===== src/rtl/mem_port_arbiter_if.sv =====
// Bus bundle joining the two requesters and the shared single-port memory to mem_port_arbiter.
interface mem_port_arbiter_if #(
  parameter int ADDR_W = 7,
  parameter int DATA_W = 32
);
  logic              req0, req1;
  logic              we0, we1;
  logic              lock0, lock1;
  logic [ADDR_W-1:0] addr0, addr1;
  logic [DATA_W-1:0] wdata0, wdata1;
  logic              ack0, ack1;
  logic [DATA_W-1:0] rdata;
  logic              owner;
  logic              busy;
  logic              mem_cs, mem_we;
  logic [ADDR_W-1:0] mem_addr;
  logic [DATA_W-1:0] mem_wdata;
  logic [DATA_W-1:0] mem_rdata;

  modport slave (
    input  req0, req1, we0, we1, lock0, lock1, addr0, addr1, wdata0, wdata1, mem_rdata,
    output ack0, ack1, rdata, owner, busy, mem_cs, mem_we, mem_addr, mem_wdata
  );

  modport master (
    output req0, req1, we0, we1, lock0, lock1, addr0, addr1, wdata0, wdata1, mem_rdata,
    input  ack0, ack1, rdata, owner, busy, mem_cs, mem_we, mem_addr, mem_wdata
  );
endinterface


===== src/rtl/mem_port_arbiter.sv =====
// Two-port round-robin arbiter with bounded lock in front of a single-port memory.
// Each transaction runs IDLE -> ACCESS -> ACK; the memory acts on the negedge inside ACCESS.
module mem_port_arbiter #(
  parameter int ADDR_W    = 7,
  parameter int DATA_W    = 32,
  parameter int MAX_BURST = 4
) (
  input logic               clk,
  input logic               rst,
  mem_port_arbiter_if.slave bus
);
  typedef enum logic [1:0] {IDLE = 2'd0, ACCESS = 2'd1, ACK = 2'd2} state_t;

  localparam logic [3:0] MAX_CNT = 4'(MAX_BURST);

  state_t            state, state_nxt;
  logic              owner;
  logic              lock_valid;
  logic [3:0]        burst_cnt;
  logic              txn_we;
  logic [ADDR_W-1:0] txn_addr;
  logic [DATA_W-1:0] txn_wdata;
  logic [DATA_W-1:0] read_data;

  logic req_own, req_oth, lock_own, lock_eff;
  logic grant, winner;
  logic ack0, ack1, busy, mem_cs, mem_we;

  always_ff @(posedge clk) begin
    if (rst) state <= IDLE;
    else     state <= state_nxt;
  end

  // A lock only counts while the current owner still asserts it.
  always_comb begin
    req_own   = owner ? bus.req1 : bus.req0;
    req_oth   = owner ? bus.req0 : bus.req1;
    lock_own  = owner ? bus.lock1 : bus.lock0;
    lock_eff  = lock_valid & lock_own;
    grant     = 1'b0;
    winner    = owner;
    state_nxt = state;
    if (lock_eff) begin
      if (burst_cnt < MAX_CNT) begin
        grant = req_own;
      end else if (req_oth) begin
        grant  = 1'b1;
        winner = ~owner;
      end else begin
        grant = req_own;
      end
    end else if (bus.req0 & bus.req1) begin
      grant  = 1'b1;
      winner = ~owner;
    end else if (bus.req0 | bus.req1) begin
      grant  = 1'b1;
      winner = bus.req1;
    end
    case (state)
      IDLE:    if (grant) state_nxt = ACCESS;
      ACCESS:  state_nxt = ACK;
      ACK:     state_nxt = IDLE;
      default: state_nxt = IDLE;
    endcase
  end

  always_comb begin
    ack0   = (state == ACK) & ~owner;
    ack1   = (state == ACK) & owner;
    busy   = (state != IDLE);
    mem_cs = (state == ACCESS);
    mem_we = (state == ACCESS) & txn_we;
  end

  // Burst count restarts at 1 on any handoff or when a saturated lock re-grants its owner.
  always_ff @(posedge clk) begin
    if (rst) begin
      owner      <= 1'b1;
      lock_valid <= 1'b0;
      burst_cnt  <= 4'd0;
    end else if (state == IDLE) begin
      if (grant) begin
        owner      <= winner;
        lock_valid <= winner ? bus.lock1 : bus.lock0;
        burst_cnt  <= (lock_eff && (winner == owner) && (burst_cnt < MAX_CNT)) ?
                      burst_cnt + 4'd1 : 4'd1;
      end else begin
        lock_valid <= lock_eff;
      end
    end
  end

  always_ff @(posedge clk) begin
    if (rst) begin
      txn_we    <= 1'b0;
      txn_addr  <= '0;
      txn_wdata <= '0;
      read_data <= '0;
    end else begin
      if (state == IDLE && grant) begin
        txn_we    <= winner ? bus.we1 : bus.we0;
        txn_addr  <= winner ? bus.addr1 : bus.addr0;
        txn_wdata <= winner ? bus.wdata1 : bus.wdata0;
      end
      if (state == ACCESS && !txn_we) read_data <= bus.mem_rdata;
    end
  end

  assign bus.ack0      = ack0;
  assign bus.ack1      = ack1;
  assign bus.busy      = busy;
  assign bus.owner     = owner;
  assign bus.mem_cs    = mem_cs;
  assign bus.mem_we    = mem_we;
  assign bus.mem_addr  = txn_addr;
  assign bus.mem_wdata = txn_wdata;
  assign bus.rdata     = read_data;
endmodule


===== src/flat_wrapper.sv =====
// flat-port wrapper written by rule: the top's interface ports become plain ports
module mem_port_arbiter_flat 
#(
  parameter int ADDR_W    = 7,
  parameter int DATA_W    = 32,
  parameter int MAX_BURST = 4
)
  (clk, rst, bus_req0, bus_req1, bus_we0, bus_we1, bus_lock0, bus_lock1, bus_addr0, bus_addr1, bus_wdata0, bus_wdata1, bus_mem_rdata, bus_ack0, bus_ack1, bus_rdata, bus_owner, bus_busy, bus_mem_cs, bus_mem_we, bus_mem_addr, bus_mem_wdata);
  mem_port_arbiter_if #(.ADDR_W(ADDR_W), .DATA_W(DATA_W)) bus_i ();
  input logic clk;
  input logic rst;
  input wire logic [$bits(bus_i.req0)-1:0] bus_req0;
  input wire logic [$bits(bus_i.req1)-1:0] bus_req1;
  input wire logic [$bits(bus_i.we0)-1:0] bus_we0;
  input wire logic [$bits(bus_i.we1)-1:0] bus_we1;
  input wire logic [$bits(bus_i.lock0)-1:0] bus_lock0;
  input wire logic [$bits(bus_i.lock1)-1:0] bus_lock1;
  input wire logic [$bits(bus_i.addr0)-1:0] bus_addr0;
  input wire logic [$bits(bus_i.addr1)-1:0] bus_addr1;
  input wire logic [$bits(bus_i.wdata0)-1:0] bus_wdata0;
  input wire logic [$bits(bus_i.wdata1)-1:0] bus_wdata1;
  input wire logic [$bits(bus_i.mem_rdata)-1:0] bus_mem_rdata;
  output wire logic [$bits(bus_i.ack0)-1:0] bus_ack0;
  output wire logic [$bits(bus_i.ack1)-1:0] bus_ack1;
  output wire logic [$bits(bus_i.rdata)-1:0] bus_rdata;
  output wire logic [$bits(bus_i.owner)-1:0] bus_owner;
  output wire logic [$bits(bus_i.busy)-1:0] bus_busy;
  output wire logic [$bits(bus_i.mem_cs)-1:0] bus_mem_cs;
  output wire logic [$bits(bus_i.mem_we)-1:0] bus_mem_we;
  output wire logic [$bits(bus_i.mem_addr)-1:0] bus_mem_addr;
  output wire logic [$bits(bus_i.mem_wdata)-1:0] bus_mem_wdata;
  assign bus_i.req0 = bus_req0;
  assign bus_i.req1 = bus_req1;
  assign bus_i.we0 = bus_we0;
  assign bus_i.we1 = bus_we1;
  assign bus_i.lock0 = bus_lock0;
  assign bus_i.lock1 = bus_lock1;
  assign bus_i.addr0 = bus_addr0;
  assign bus_i.addr1 = bus_addr1;
  assign bus_i.wdata0 = bus_wdata0;
  assign bus_i.wdata1 = bus_wdata1;
  assign bus_i.mem_rdata = bus_mem_rdata;
  assign bus_ack0 = bus_i.ack0;
  assign bus_ack1 = bus_i.ack1;
  assign bus_rdata = bus_i.rdata;
  assign bus_owner = bus_i.owner;
  assign bus_busy = bus_i.busy;
  assign bus_mem_cs = bus_i.mem_cs;
  assign bus_mem_we = bus_i.mem_we;
  assign bus_mem_addr = bus_i.mem_addr;
  assign bus_mem_wdata = bus_i.mem_wdata;
  mem_port_arbiter #(.ADDR_W(ADDR_W), .DATA_W(DATA_W), .MAX_BURST(MAX_BURST)) u_core (.clk(clk), .rst(rst), .bus(bus_i));
endmodule

===== config.mk =====
export PLATFORM = sky130hd
export DESIGN_NAME = mem_port_arbiter_flat
export DESIGN_NICKNAME = d
export VERILOG_FILES = /design/src/rtl/mem_port_arbiter_if.sv /design/src/rtl/mem_port_arbiter.sv /design/src/flat_wrapper.sv
export SDC_FILE = /design/constraint.sdc
export NUM_CORES = 1
export LEC_CHECK = 0
export BUFFER_PORTS_ARGS = -buffer_cell sky130_fd_sc_hd__buf_2
export CORE_AREA = 2 2 96 98
export CTS_CLUSTER_DIAMETER = 120
export CTS_CLUSTER_SIZE = 8
export DETAILED_ROUTE_END_ITERATION = 6
export DIE_AREA = 0 0 98 100
export PLACE_DENSITY = 0.75
export SLEW_MARGIN = 20
export SYNTH_ARGS = -nofsm -noshare
export SYNTH_HDL_FRONTEND = slang
export SYNTH_SLANG_ARGS = --single-unit
export TNS_END_PERCENT = 50

===== constraint.sdc =====
create_clock -name clk -period 2.4 [get_ports clk]
set_clock_uncertainty 0.1 [all_clocks]
set_input_delay 0.48 -clock clk [delete_from_list [all_inputs] [get_ports clk]]
set_output_delay 0.48 -clock clk [all_outputs]
set_load 0.02 [all_outputs]

# Word-level counts from Yosys, hierarchy flattened

Index checks and enable logic that the tools add are counted.

Register bits after elaboration: 80
Output and inout port bits: 77
Logic and storage cells: 50

Add/subtract/negate cells: 1
Order comparisons: 1
Eq/ne operators: 4
Muxes and demuxes: 21
Bitwise operators: 7
Reduce and logical (&&, ||, !) cells: 8

Operators by type and width:

| cell                                                   | number |
|---|---|
| 2-to-1 mux 32 bit                                      | 1 |
| 2-to-1 mux 1 bit                                       | 16 |
| 2-to-1 mux 7 bit                                       | 1 |
| bitwise AND 1 bit                                      | 5 |
| adder 4 x 1 -> 4 bit (second input constant)           | 1 |
| logical AND 1 bit                                      | 4 |
| < comparator 4 x 3 -> 1 bit (second input constant)    | 1 |
| 2-to-1 mux 4 bit                                       | 1 |
| one-hot mux 2 bit (2 select lines)                     | 1 |
| equality test 2 x 1 -> 1 bit (second input constant)   | 1 |
| equality test 2 bit (second input constant)            | 1 |
| zero test 2 bit                                        | 1 |
| 2-to-1 mux 2 bit                                       | 1 |
| inequality test 2 x 1 -> 1 bit (second input constant) | 1 |
| AND reduction 2 bit                                    | 1 |
| nonzero test 2 bit                                     | 1 |
| equality test 1 bit                                    | 1 |
| zero test 1 bit                                        | 1 |
| NOT 1 bit                                              | 1 |
| OR 1 bit                                               | 1 |

# Logic depth before layout (Yosys ltp)

Gate-level depths: netlist of run 1.

Depth after elaboration: 8
Mapped depth: 7

# Worst setup path before layout of run 1

No wires, ideal clock.

Path kind: register to register
From: register u_core.owner (netlist: u_core.bus.owner)
To: register u_core.txn_wdata[7] (netlist: u_core.bus.mem_wdata[7])
Setup time: 0.147 ns
Arrival: 1.610 ns
Data required time: 2.153 ns
Path slack: 0.543 ns
Stages on the path, launching flop included: 8
Buffers on the path: 3
Path through: dfxtp_1 -> buf_6 -> or3b_4 -> a21o_1 -> buf_6 -> buf_6 -> a21oi_1 -> a311oi_2

Longest elaborated chain between the ends: 5
Elaborated cells on any way between the ends: 15
Classes of those cells: mux (12); bitwise (2); reduce/logical (1)

Ends and longest elaborated chain:

| what                                                          | RTL line                                         | source |
|---|---|---|
| start, declared                                               | mem_port_arbiter.sv:17                           | `logic owner;` |
| start signal, assigned                                        | mem_port_arbiter.sv:83                           | `owner <= winner;` |
| 2-to-1 mux 1 bit (tied with other cells)                      | mem_port_arbiter.sv:37                           | `req_oth = owner ? bus.req0 : bus.req1;` |
| 2-to-1 mux 1 bit                                              | mem_port_arbiter.sv:46                           | `end else if (req_oth) begin` |
| 2-to-1 mux 1 bit                                              | mem_port_arbiter.sv:44                           | `if (burst_cnt < MAX_CNT) begin` |
| 2-to-1 mux 1 bit                                              | mem_port_arbiter.sv:43                           | `if (lock_eff) begin` |
| 2-to-1 mux 32 bit / logical AND 1 bit (equally long branches) | mem_port_arbiter.sv:103, mem_port_arbiter.sv:100 |  |
| end signal, assigned                                          | mem_port_arbiter.sv:103                          | `txn_wdata <= winner ? bus.wdata1 : bus.wdata0;` |
| end, declared                                                 | mem_port_arbiter.sv:22                           | `logic [DATA_W-1:0] txn_wdata;` |

Several ways; a longest one is shown, not always the timed one.
A chain may end at the register's enable or synchronous reset.

# Worst setup path in the final report of run 1

From: register u_core.state[1]
To: register u_core.lock_valid

Longest elaborated chain between the ends: 1

Ends and longest elaborated chain:

| what                   | RTL line               | source |
|---|---|---|
| start, declared        | mem_port_arbiter.sv:16 | `state_t state, state_nxt;` |
| start signal, assigned | mem_port_arbiter.sv:31 | `else state <= state_nxt;` |
| zero test 2 bit        | mem_port_arbiter.sv:81 | `end else if (state == IDLE) begin` |
| end signal, assigned   | mem_port_arbiter.sv:84 | `lock_valid <= winner ? bus.lock1 : bus.lock0;` |
| end signal, assigned   | mem_port_arbiter.sv:88 | `lock_valid <= lock_eff;` |
| end, declared          | mem_port_arbiter.sv:18 | `logic lock_valid;` |

Every way passes these cells.

==> impl_metrics.yaml, run 1 <==
detailed_routing:
  vias: 3890
  drtIter0Drc: 82
  ant_nets: 0
  viasPerCell: 5.403
  drt-total-wl_mm: 10.28
  post-route-drc-count: 0
  avgRoutedWirePerCell_um: 14.28
  firstDrtPassIters: 4
clocking:
  htreeDepth: 3
  cts_setup_buffers: 0
  clock_sinks: 80
  cts-root-buf: "clkbuf_8"
  clock_path_buffers: 2
  cts_buffers: 9
  postCtsHoldBufs: 0
  clk_latency_ns: 0.34
  cts_tree: "built"
  post_cts_resize_count: 0
  clk_pin_slew_ns: 0.09
setup_path:
  cp-start-kind: "register"
  arrival_ns: 2.26
  endpoint_kind: "register"
  crit_required_ns: 2.54
  criticalPathCategory: "register to register"
  cp_max_fo: 45
die:
  core-area_um2: 8890
  dieHeight_um: 100
  start_util: 0.4391
  die-width_um: 98
  core.rowCount: 35
  dieArea_um2: 9800
  ios: 195
timing:
  fmax_mhz: 470.8
  fin_crit_sh: 0.8850
  slew_viol_final: 0
  hold_viol: 0
  layout_min_cycle_time_ns: 2.124
  tightest_slew_ns: 1.006
  finalSetupTns_ns: 0
  setup_viol: 0
  setup_ws_ns: 0.2760
  rsz0062_at_grt: "false"
  slew_headroom: 0.3276
synthesis:
  syn_nets: 552
  avgSynthCellArea_um2: 9.016
  ys_ff_latch: 80
  ys_types: 39
  syn_inst: 433
  yosysWarnings: 0
  synth_edf_count: 0
  synthesis.area_um2: 3904
  yosysSeqAreaShare: 0.4103
  synth-async-reset-ratio: 0
  synthFlopType: "dfxtp_1"
placement:
  portBuffers: 194
  dp_hpwl_mm: 7.223
  place_congestion: 0.7825
  dpl.cell_count: 704
  dp_slack_ns: 0.1862
global_routing:
  grt_util_met2: 0.3609
  grt_util_met1: 0.2509
  grt_max_degree: 83
  track_usage: 0.2049
  first_global_vias: 3651
  grt_busiest_layer: "met2"
  grt_pass1_wl_mm: 16.64
  grtUsageMet3: 0.04318
  antenna_found_initial: 0
  grt_overflow: 0
pwr:
  power.total_mw: 3.578
  powerDensity_nw_per_um2: 704.8
  p_leak_nw: 2.168
  ir_drop_mv: 0.3298
flow_run:
  maxCapViolCount: 0
cells_and_area:
  fin_nets: 723
  drive_above_1_share: 0.4401
  final_cell_mix: "buf_2 (193), dfxtp_1 (80), a21oi_1 (76), nand2_1 (66), nand3b_1 (41)"
  register_area_um2: 1602
  antenna-diode-count: 0
  multiInputGateArea_um2: 2049
  nFillCells: 834
  syn_to_final_growth_pct: 30.03
  final_cell_count_no_fill: 720
  utilization: 0.5710
  final_common_cell: "buf_2"
min_path:
  min_path_type: "primary input to register"
outcome:
  status: "finished clean"
report_power, final:
part	switching (mW)	internal [mW]
Sequential	0.0816	1.47
Clock	0.486	0.401
Combinational	0.691	0.443
Total	1.26	2.32
sequential cells by signal (all words and copies together) (netlist names):
signal / count
u_core.bus.mem_addr: 7
u_core.bus.owner: 1
u_core.state: 2
u_core.bus.rdata: 32
u_core.bus.mem_wdata: 32
u_core.txn_we: 1
u_core.burst_cnt: 4
u_core.lock_valid: 1
metrics by stage:
stage,area (um^2),hold WS [ns]
2_1_floorplan,3904,0.3502
3_3_place_gp,4902,0.3395
3_5_place_dp,4902,0.3434
4_1_cts,5076,0.2520
5_1_grt,5076,0.2593
6_report,5076,0.2713
synth_stat cells (2+ instances only):
cell,count,share of area
buf_6,10,0.029
a21oi_1,76,0.097
dfxtp_1,80,0.41
nor2_1,7,0.0067
o21ai_1,9,0.012
nand3b_1,41,0.079
and2_1,2,0.0032
inv_1,4,0.0038
clkbuf_1,33,0.032
o21ai_0,35,0.045
nand2_1,66,0.063
a21o_1,2,0.0038
a311oi_2,39,0.15
nand4_1,3,0.0048
nand2b_1,2,0.0032
logic make-up (layout without fill, tap and decap cells):
group | after synthesis | count (layout) | share of synthesized area
muxes | 1 | 1 | 0.002564
and+or+nand+nor | 131 | 131 | 0.1817
adders and majority gates | 1 | 1 | 0.003205
AOI/OAI and AO/OA | 170 | 170 | 0.3346
DFF | 80 | 80 | 0.4103
buffers and inverters | 50 | 226 | 0.06762
worst max-delay path, cell delays in order (launching register included):
cell	delay [ns]
dfxtp_1	0.33
nor2_1	0.22
inv_1	0.13
nor2_4	0.78
a21oi_1	0.21
a32o_1	0.26
cell type report:
cell class | instances | share of cell area
Clock buffer | 11 | 0.02785
Clock inverter | 5 | 0.006409
Inverter | 5 | 0.003697
Multi-Input combinational cell | 303 | 0.4037
Sequential cell | 80 | 0.3155
Tap cell | 111 | 0.02736
Timing Repair Buffer | 205 | 0.2154
routing by layer:
metal	vias up	routed length [um]
li1	1921	-
met1	1786	4450
met2	171	4919
met3	12	770
met4	0	143
met5	-	0
path summary, 6_finish.rpt:
kind         cells after the start  slack, ns              endpoint                  from
max reg2reg                      5       0.28     u_core.lock_valid       u_core.state[1]
min                              3       0.27  u_core.bus.rdata[11]     bus_mem_rdata[11]
max                              5       0.28     u_core.lock_valid       u_core.state[1]
min reg2reg                      2       0.35  u_core.bus.rdata[22]  u_core.bus.rdata[22]
Power figures use the tool's default switching activity.
==> run 2, diff against run 1 <==
--- a/config.mk
+++ b/config.mk
@@ -5,13 +5,15 @@
 export SDC_FILE = /design/constraint.sdc
 export NUM_CORES = 1
 export LEC_CHECK = 0
+export ABC_AREA = 1
 export BUFFER_PORTS_ARGS = -buffer_cell sky130_fd_sc_hd__buf_2
 export CORE_AREA = 2 2 96 98
+export CTS_BUF_LIST = sky130_fd_sc_hd__clkbuf_16
 export CTS_CLUSTER_DIAMETER = 120
 export CTS_CLUSTER_SIZE = 8
 export DETAILED_ROUTE_END_ITERATION = 6
 export DIE_AREA = 0 0 98 100
-export PLACE_DENSITY = 0.75
+export PLACE_DENSITY = 0.77
 export SLEW_MARGIN = 20
 export SYNTH_ARGS = -nofsm -noshare
 export SYNTH_HDL_FRONTEND = slang
==> impl_metrics.yaml, run 2 <==
synthesis:
  syn_nets: 717
  synth_edf_count: 0
  ys_ff_latch: 80
  synth_area_leader_cell: "dfxtp_1"
  synth_top_cell_area_share: 0.3951
  avgSynthCellArea_um2: 6.779
  yosysSeqAreaShare: 0.3951
  synth.top_cells.by_area: "dfxtp_1 (40%), nand2_1 (15%), nand3_1 (9.9%)"
  ys_types: 26
  syn_inst: 598
  synthesis.area_um2: 4054
  synth-async-reset-ratio: 0
  synthTopCellsByCount: "nand2_1 (164), nor2_1 (88), dfxtp_1 (80), nand3_1 (80), inv_1 (46)"
  synthFlopType: "dfxtp_1"
  yosysWarnings: 0
  yosysMostFrequentCell: "nand2_1"
detailed_routing:
  viasPerCell: 4.835
  top_layer: "met4"
  met2_length_mm: 5.038
  firstDrtPassIters: 4
  drt-total-wl_mm: 10.68
  route.met3.wl_um: 901
  drtIter0Drc: 133
  post-route-drc-count: 0
  wl_met1_mm: 4.572
  vias: 4298
  avgRoutedWirePerCell_um: 12.01
  ant_nets: 0
setup_path:
  cp-start-kind: "register"
  arrival_ns: 2.13
  criticalPathCategory: "register to register"
  path_buf_inv: 2
  cpLargestDelayFamily: "simple AND/OR/NAND/NOR gates"
  crit_required_ns: 2.52
  critPathSlowestCell: "dfxtp_1"
  crit_path_cell_trace: "inv_2 -> nand2_2 -> nand2_2 -> nand3_4 -> nand2_4 -> a21oi_4 -> buf_4 -> nand2_1 -> nor2_1 -> nor2_1"
  endpoint_kind: "register"
  slowest_delay_ns: 0.57
  cp_max_fo: 11
global_routing:
  track_usage: 0.2150
  grt_overflow: 0
  grt_max_degree: 46
  antenna_found_initial: 0
  grt_pass1_wl_mm: 17.55
  first_global_vias: 3953
die:
  die-width_um: 98
  dieArea_um2: 9800
  ios: 195
  core-area_um2: 8890
  start_util: 0.4560
  dieHeight_um: 100
  core.rowCount: 35
clocking:
  cts_tree: "built"
  cts_buffers: 9
  clock_sinks: 80
  clk_pin_slew_ns: 0.07
  htreeDepth: 3
  cts_setup_buffers: 0
  clk_latency_ns: 0.32
  cts-root-buf: "clkbuf_16"
  postCtsHoldBufs: 0
  post_cts_resize_count: 0
  clock_path_buffers: 2
placement:
  place_congestion: 0.7943
  portBuffers: 194
  dp_slack_ns: 0.3808
  dp_hpwl_mm: 7.798
timing:
  hold_slack_ns: 0.3217
  setup_viol: 0
  slew_headroom: 0.6746
  rsz0062_at_grt: "false"
  fin_crit_sh: 0.8394
  hold_viol: 0
  finalSetupTns_ns: 0
  slew_viol_final: 0
  setup_ws_ns: 0.3855
  fmax_mhz: 496.4
  tightest_slew_ns: 0.4852
  layout_min_cycle_time_ns: 2.015
cells_and_area:
  final_common_cell: "buf_2"
  fin_nets: 892
  final_cell_mix: "buf_2 (194), nand2_1 (164), nor2_1 (88), nand3_1 (80), dfxtp_1 (80)"
  drive_above_1_share: 0.3033
  syn_to_final_growth_pct: 31.11
  antenna-diode-count: 0
outcome:
  status: "finished clean"
min_path:
  min_path_type: "primary input to register"
pwr:
  ir_drop_mv: 0.5160
  p_leak_nw: 2.794
  powerDensity_nw_per_um2: 902.7
flow_run:
  maxCapViolCount: 0
## run 2: cell types whose count changed after synthesis, moves of 41 or more
cell / before / now
nor2_1: 7 / 88
nand3_1: 0 / 80
a21oi_1: 76 / 35
nand2_1: 66 / 164
inv_1: 4 / 46
nand3b_1: 41 / 0
## run 2: path summary, 6_finish.rpt
kind                                     startpoint                      end  slack, ns  cells after the start
worst max-delay path               u_core.bus.owner  u_core.bus.mem_wdata[5]       0.39                     10
worst min register to register  u_core.bus.rdata[4]      u_core.bus.rdata[4]       0.36                      2
worst max register to register     u_core.bus.owner  u_core.bus.mem_wdata[5]       0.39                     10
worst min-delay path              bus_mem_rdata[13]     u_core.bus.rdata[13]       0.32                      3
## run 2: stage by stage
| step | area [um^2] | power (mW) | instances | utilization |
|---|---|---|---|---|
| finish | 5315 | 4.798 | 889 | 0.5979 |
| global route | 5315 | 5.148 | 889 | 0.5979 |
| CTS | 5315 | 4.849 | 889 | 0.5979 |
| detailed placement | 5029 | 3.534 | 873 | 0.5657 |
| global placement | 5029 | 3.485 | 873 | 0.5657 |
| floorplan | 4054 | 3.062 | 598 | - |
## run 2: metal layers
layer  vias to the layer above  track usage
met5                         -            0
met3                        19      0.06267
li1                       2241            -
met4                         0      0.07051
met1                      1872       0.2550
met2                       166       0.3751
## run 2: layout make-up
type	instances	area, um^2
Tap cell	111	138.9
Clock inverter	7	61.31
Timing Repair Buffer	206	1099
Multi-Input combinational cell	426	2002
Inverter	50	187.7
Sequential cell	80	1602
Clock buffer	9	225.2
Fill cell	870	3575
## run 2: kinds of logic after synthesis
family                   synth area share
buffers and inverters              0.1111
flip-flops                         0.3951
adder cells (fa/ha/maj)          0.003086
multiplexers                     0.003394
AND/OR/NAND/NOR                    0.3617
AO/OA/AOI/OAI                      0.1256
## run 2: power by group
part | total (mW) | leakage [nW] | internal (mW) | switching (mW)
combinational | 1.81 | 2.00 | 0.640 | 1.17
sequential | 1.69 | 0.659 | 1.56 | 0.131
clock | 1.30 | 0.135 | 0.721 | 0.579
total | 4.80 | 2.79 | 2.92 | 1.88
## run 2: worst reg2reg max path: stages (launching register included)
cell,delay [ns]
dfxtp_1,0.57
inv_2,0.08
nand2_2,0.08
nand2_2,0.09
nand3_4,0.11
nand2_4,0.07
a21oi_4,0.32
buf_4,0.25
nand2_1,0.08
nor2_1,0.10
nor2_1,0.04
